### config.mk
export PLATFORM = sky130hd
export DESIGN_NAME = serial_subtractor
export DESIGN_NICKNAME = d
export VERILOG_FILES = /design/src/rtl/serial_subtractor_pkg.sv /design/src/rtl/serial_subtractor_fullsubtractor.sv /design/src/rtl/serial_subtractor.sv
export SDC_FILE = /design/constraint.sdc
export NUM_CORES = 1
export LEC_CHECK = 0
export ABC_CLOCK_PERIOD_IN_PS = 2980
export BUFFER_PORTS_ARGS = -buffer_cell sky130_fd_sc_hd__buf_2
export CAP_MARGIN = 20
export CORE_MARGIN = 2
export CORE_UTILIZATION = 57
export CTS_CLUSTER_SIZE = 28
export DETAILED_ROUTE_END_ITERATION = 10
export PLACE_DENSITY_LB_ADDON = 0.15
export SETUP_SLACK_MARGIN = 0.05
export SYNTH_ARGS = -nofsm -noshare
export SYNTH_HDL_FRONTEND = slang
export SYNTH_SLANG_ARGS = --single-unit
export TNS_END_PERCENT = 10
### constraint.sdc
create_clock -name clk -period 2.98 [get_ports clk]
set_input_delay 0.298 -clock clk [delete_from_list [all_inputs] [get_ports clk]]
set_output_delay 0.298 -clock clk [all_outputs]
set_load 0.02 [all_outputs]
### src/rtl/serial_subtractor_pkg.sv
// ---------------------------------------------------------------------------
// serial_subtractor_pkg
//   Shared definitions for the bit-serial subtractor:
//     - DEFAULT_WIDTH : default operand/result width in bits
//     - state_t       : controller state encoding (IDLE, RUN, DONE)
// ---------------------------------------------------------------------------
package serial_subtractor_pkg;

    localparam int DEFAULT_WIDTH = 8;

    typedef enum logic [1:0] {
        IDLE = 2'd0,
        RUN  = 2'd1,
        DONE = 2'd2
    } state_t;

endpackage : serial_subtractor_pkg

### src/rtl/serial_subtractor_fullsubtractor.sv
// ---------------------------------------------------------------------------
// fullsubtractor
//   One-bit combinational subtract cell: computes a - b - bin.
//   Ports:
//     a    in  1  minuend bit
//     b    in  1  subtrahend bit
//     bin  in  1  borrow from the less significant bit
//     d    out 1  difference bit
//     bout out 1  borrow into the next more significant bit
// ---------------------------------------------------------------------------
module fullsubtractor (
    input  logic a,
    input  logic b,
    input  logic bin,
    output logic d,
    output logic bout
);

    // A borrow is produced when b alone exceeds a, or when a and b are
    // equal and a borrow is already pending from below.
    always_comb begin
        d    = a ^ b ^ bin;
        bout = (~a & b) | (~(a ^ b) & bin);
    end

endmodule : fullsubtractor

### src/rtl/serial_subtractor.sv
// ---------------------------------------------------------------------------
// serial_subtractor
//   Bit-serial subtractor computing {bout,diff} = a - b - bin, one bit per
//   clock, LSB first.
//   Ports:
//     clk   in  1      clock, rising edge active
//     rst_n in  1      asynchronous active-low reset
//     start in  1      request, only sampled while idle
//     a     in  WIDTH  minuend, captured on the accepting edge
//     b     in  WIDTH  subtrahend, captured on the accepting edge
//     bin   in  1      borrow-in, captured on the accepting edge
//     busy  out 1      high while bits are being processed
//     done  out 1      one-cycle pulse marking diff/bout valid
//     diff  out WIDTH  registered difference
//     bout  out 1      registered borrow-out
// ---------------------------------------------------------------------------
module serial_subtractor
    import serial_subtractor_pkg::*;
#(
    parameter int WIDTH = DEFAULT_WIDTH
) (
    input  logic             clk,
    input  logic             rst_n,
    input  logic             start,
    input  logic [WIDTH-1:0] a,
    input  logic [WIDTH-1:0] b,
    input  logic             bin,
    output logic             busy,
    output logic             done,
    output logic [WIDTH-1:0] diff,
    output logic             bout
);

    localparam int CW = $clog2(WIDTH);
    localparam logic [CW-1:0] LAST_BIT = CW'(WIDTH - 1);

    state_t           state;
    state_t           state_next;
    logic [WIDTH-1:0] a_sr;
    logic [WIDTH-1:0] b_sr;
    logic             br;
    logic [CW-1:0]    cnt;
    logic             load;
    logic             shift;
    logic             last_bit;
    logic             cell_d;
    logic             cell_bout;

    // The single subtract cell always looks at the current LSBs of the
    // operand shift registers and the pending borrow.
    fullsubtractor u_cell (
        .a    (a_sr[0]),
        .b    (b_sr[0]),
        .bin  (br),
        .d    (cell_d),
        .bout (cell_bout)
    );

    // Controller state register.
    always_ff @(posedge clk or negedge rst_n) begin
        if (!rst_n) begin
            state <= IDLE;
        end else begin
            state <= state_next;
        end
    end

    // Next-state logic and datapath controls. A new request is only looked
    // at in IDLE, so start during RUN/DONE has no effect. DONE always falls
    // back to IDLE, which makes back-to-back operations 10 cycles apart at
    // WIDTH=8.
    always_comb begin
        state_next = state;
        load       = 1'b0;
        shift      = 1'b0;
        last_bit   = (cnt == LAST_BIT);
        busy       = (state == RUN);
        done       = (state == DONE);
        case (state)
            IDLE: begin
                if (start) begin
                    load       = 1'b1;
                    state_next = RUN;
                end
            end
            RUN: begin
                shift = 1'b1;
                if (last_bit) begin
                    state_next = DONE;
                end
            end
            DONE: begin
                state_next = IDLE;
            end
            default: begin
                state_next = IDLE;
            end
        endcase
    end

    // Datapath. Difference bits enter from the MSB end so that after WIDTH
    // shifts bit 0 of the result sits at diff[0]. The counter stops at
    // WIDTH-1 instead of wrapping; the next load clears it. diff and bout
    // are only rewritten by RUN, so they hold the last result while idle.
    always_ff @(posedge clk or negedge rst_n) begin
        if (!rst_n) begin
            a_sr <= '0;
            b_sr <= '0;
            br   <= 1'b0;
            cnt  <= '0;
            diff <= '0;
            bout <= 1'b0;
        end else if (load) begin
            a_sr <= a;
            b_sr <= b;
            br   <= bin;
            cnt  <= '0;
        end else if (shift) begin
            a_sr <= a_sr >> 1;
            b_sr <= b_sr >> 1;
            br   <= cell_bout;
            diff <= {cell_d, diff[WIDTH-1:1]};
            if (last_bit) begin
                bout <= cell_bout;
            end else begin
                cnt <= cnt + CW'(1);
            end
        end
    end

endmodule : serial_subtractor

==> impl_metrics.xml <==
<?xml version="1.0" encoding="UTF-8"?>
<metrics>
  <group name="run_status">
    <metric name="run_status" unit="">finished, violations left</metric>
    <metric name="failed_checks" unit="">negative hold slack</metric>
  </group>
  <group name="floorplan">
    <metric name="die_height" unit="µm">54.1</metric>
    <metric name="placementRows" unit="">18</metric>
    <metric name="initial_util" unit="">0.588</metric>
    <metric name="die_area" unit="µm²">2930</metric>
    <metric name="floorplan.core_area" unit="µm²">2430</metric>
    <metric name="chipWidth" unit="µm">54.1</metric>
    <metric name="pin_count" unit="">31</metric>
  </group>
  <group name="grt">
    <metric name="grt_first_pass_wirelength" unit="µm">4350</metric>
    <metric name="grt_max_degree" unit="">32</metric>
    <metric name="number_of_antenna_violations_at_the_first_check_in_global_routing" unit="">0</metric>
    <metric name="track_usage" unit="">0.218</metric>
    <metric name="overflow_left_after_global_routing" unit="">0</metric>
    <metric name="grt_pass1_vias" unit="">963</metric>
  </group>
  <group name="power_and_ir_drop">
    <metric name="ir_drop" unit="mV">0.615</metric>
    <metric name="power_density" unit="nW/µm²">1090</metric>
    <metric name="total_power" unit="mW">1.76</metric>
    <metric name="p_leak" unit="nW">0.725</metric>
  </group>
  <group name="synthesis">
    <metric name="sequential_fraction_of_the_synthesis_area" unit="">0.542</metric>
    <metric name="syn_area" unit="µm²">1430</metric>
    <metric name="post_synth_inst_count" unit="">126</metric>
    <metric name="postSynthNetCount" unit="">149</metric>
    <metric name="postSynthRegisterBits" unit="">31</metric>
    <metric name="yosysWarnings" unit="">0</metric>
    <metric name="synth.avg_cell_area" unit="µm²">11.4</metric>
    <metric name="synth_top_cell_area_share" unit="">0.542</metric>
    <metric name="cell_taking_the_most_area_after_synthesis" unit="">sky130_fd_sc_hd__dfrtp_1</metric>
    <metric name="yosys.cell_types.count" unit="">30</metric>
    <metric name="synthTopCellsByArea" unit="">sky130_fd_sc_hd__dfrtp_1 (54%), sky130_fd_sc_hd__o22ai_1 (8.7%), sky130_fd_sc_hd__mux2_2 (6.3%), sky130_fd_sc_hd__a21oi_1 (3.8%), sky130_fd_sc_hd__o21ai_0 (2.8%)</metric>
  </group>
  <group name="placement">
    <metric name="placedCellCount" unit="">177</metric>
    <metric name="detailedPlacementHpwl" unit="µm">1910</metric>
    <metric name="dpl_cell_area" unit="µm²">1560</metric>
    <metric name="finalWeightedCongestion" unit="">0.692</metric>
    <metric name="portBuffers" unit="">30</metric>
  </group>
  <group name="cells_and_area">
    <metric name="layout.cells.most_common_list" unit="">sky130_fd_sc_hd__dfrtp_1 (31), sky130_fd_sc_hd__buf_2 (30), sky130_fd_sc_hd__o22ai_1 (20)</metric>
    <metric name="most_common_library_cell_in_the_layout_ignoring_fill_and_taps" unit="">sky130_fd_sc_hd__dfrtp_1</metric>
    <metric name="antenna_cells" unit="">0</metric>
    <metric name="post_layout_nonfiller_instances" unit="">185</metric>
    <metric name="total_number_of_nets_in_the_final_design" unit="">177</metric>
    <metric name="register_area" unit="µm²">776</metric>
    <metric name="layout_overhead_on_the_synthesized_area" unit="%">12.6</metric>
    <metric name="drive_above_1_share" unit="">0.329</metric>
    <metric name="multi_input_area" unit="µm²">572</metric>
    <metric name="fin_area" unit="µm²">1610</metric>
    <metric name="filler_cell_count" unit="">193</metric>
  </group>
  <group name="sta">
    <metric name="finalClockSkew" unit="ns">0.0115</metric>
    <metric name="final-max-slew-violation-count" unit="">0</metric>
    <metric name="setup_viol_count_final" unit="">0</metric>
    <metric name="timing.slew.headroom" unit="">0.550</metric>
    <metric name="hold_slack" unit="ns">-0.0187</metric>
    <metric name="ratio_of_final_minimum_period_to_clock_period" unit="">0.636</metric>
    <metric name="finalHoldViolations" unit="">12</metric>
    <metric name="max_slew.worst_pin.slew" unit="ns">0.675</metric>
    <metric name="tns" unit="ns">0</metric>
    <metric name="max_clock_freq" unit="GHz">0.527</metric>
    <metric name="final_period_minus_worst_setup_slack" unit="ns">1.90</metric>
    <metric name="grt_setup_unrepaired" unit="">no</metric>
  </group>
  <group name="job">
    <metric name="max_cap_violations" unit="">0</metric>
  </group>
  <group name="worst_setup_path">
    <metric name="start_to_end_type_of_the_worst_setup_path" unit="">flop to primary output</metric>
    <metric name="timing.critical_path.arrival" unit="ns">1.60</metric>
    <metric name="critical_path.endpoint_type" unit="">primary output</metric>
    <metric name="cp-start-kind" unit="">flop</metric>
    <metric name="r2r_cells" unit="">2</metric>
    <metric name="timing.critical_path.fanout_max" unit="">16</metric>
    <metric name="cp_data_required_time" unit="ns">2.68</metric>
  </group>
  <group name="detailed_routing">
    <metric name="wl" unit="µm">2800</metric>
    <metric name="ant_nets" unit="">0</metric>
    <metric name="routedWlPerCell" unit="µm">15.1</metric>
    <metric name="dr_total_vias" unit="">1123</metric>
    <metric name="routed_via_density" unit="">6.07</metric>
    <metric name="drt_pre_antenna_iters" unit="">4</metric>
    <metric name="initial_drc_count" unit="">21</metric>
    <metric name="drc" unit="">0</metric>
  </group>
  <group name="clock_tree">
    <metric name="cts_repair_resize_count" unit="">0</metric>
    <metric name="worst_setup_hold_path_clk_slew" unit="ns">0.10</metric>
    <metric name="max-clock-path-buffers" unit="">2</metric>
    <metric name="cts_setup_buffers" unit="">0</metric>
    <metric name="tritoncts_clock_tree" unit="">yes</metric>
    <metric name="root_cell_of_the_clock_tree" unit="">sky130_fd_sc_hd__clkbuf_4</metric>
    <metric name="cts_buffers" unit="">5</metric>
    <metric name="cts_hold_buffers" unit="">0</metric>
    <metric name="cts_max_level" unit="">2</metric>
    <metric name="cts.sinks" unit="">31</metric>
    <metric name="worstSkewPairLatency" unit="ns">0.34</metric>
  </group>
  <group name="min_path">
    <metric name="min_path_type" unit="">input port to asynchronous set/reset pin</metric>
  </group>
</metrics>
[through the flow]
stage               setup slack, ns  hold slack, ns  utilization
floorplan                      1.66         0.00241            -
global placement               1.50           0.365        0.641
detailed placement             1.46           0.375        0.641
CTS                            1.10          0.0126        0.662
global route                  0.917          0.0374        0.662
finish                         1.08         -0.0187        0.662
[synth_stat cells]
library cell / n
sky130_fd_sc_hd__o22ai_1: 20
sky130_fd_sc_hd__inv_1: 4
sky130_fd_sc_hd__inv_4: 1
sky130_fd_sc_hd__inv_2: 1
sky130_fd_sc_hd__buf_2: 4
sky130_fd_sc_hd__nand3b_1: 3
sky130_fd_sc_hd__o32ai_1: 1
sky130_fd_sc_hd__dfrtp_1: 31
sky130_fd_sc_hd__buf_8: 1
sky130_fd_sc_hd__o21ai_0: 8
sky130_fd_sc_hd__fa_1: 1
sky130_fd_sc_hd__a221oi_2: 1
sky130_fd_sc_hd__nor2_1: 3
sky130_fd_sc_hd__ha_1: 2
sky130_fd_sc_hd__nor2b_1: 1
sky130_fd_sc_hd__nand2_1: 3
sky130_fd_sc_hd__mux2_2: 8
sky130_fd_sc_hd__a21oi_1: 11
sky130_fd_sc_hd__nor2_2: 1
sky130_fd_sc_hd__clkbuf_1: 2
sky130_fd_sc_hd__or2_1: 1
sky130_fd_sc_hd__buf_4: 2
sky130_fd_sc_hd__a2bb2oi_1: 4
sky130_fd_sc_hd__o311ai_1: 1
sky130_fd_sc_hd__o221a_2: 2
sky130_fd_sc_hd__nor3b_1: 2
sky130_fd_sc_hd__o21ai_1: 2
sky130_fd_sc_hd__nand2b_4: 1
sky130_fd_sc_hd__nand2b_1: 3
sky130_fd_sc_hd__nand3_1: 1
[power breakdown]
group	internal [mW]	leakage [nW]	switching, mW
Sequential	0.621	0.365	0.158
Combinational	0.355	0.331	0.394
Clock	0.0918	0.0293	0.142
[worst max-delay path: stages (launching register included)]
cell,delay [ns]
sky130_fd_sc_hd__dfrtp_1,0.63
sky130_fd_sc_hd__inv_1,0.31
sky130_fd_sc_hd__nor2_1,0.14
sky130_fd_sc_hd__buf_2,0.17
[layer usage]
metal / share of wire / wire [µm] / GRT usage
met5: 0 / 0 / 0
met4: 0.013 / 36 / 0.0750
met3: 0.065 / 183 / 0.0833
met2: 0.50 / 1410 / 0.343
met1: 0.42 / 1170 / 0.276
[worst paths after layout]
check	start	end	slack, ns
worst max-delay path	state[1]	done	1.08
worst min-delay path	rst_n	cnt[0]	-0.02
worst max register to register	state[1]	diff[2]	1.48
worst min register to register	bout	bout	0.50
max in group asynchronous	rst_n	b_sr[7]	2.55
min in group clk	a[7]	a_sr[7]	0.19
[logic make-up after synthesis]
| kind of cell | share of synthesized area |
|---|---|
| AO/OA/AOI/OAI | 0.224 |
| flip-flops | 0.542 |
| AND/OR/NAND/NOR | 0.0814 |
| buffers and inverters | 0.0577 |
| multiplexers | 0.0630 |
| adder cells (fa/ha/maj) | 0.0315 |
[flip-flops by register name, indices dropped and copies added, names as in the netlist]
register,count
a_sr,8
b_sr,8
bout,1
br,1
cnt,3
diff,8
state,2
[area by class of cell]
cell class / count / share of cell area
timing repair buffer: 30 / 0.0932
clock inverter: 1 / 0.00311
multi-input combinational: 80 / 0.355
tap: 30 / 0.0233
clock buffer: 7 / 0.0280
sequential: 31 / 0.482
inverter: 6 / 0.0155
(Power assumes the default switching activity.)
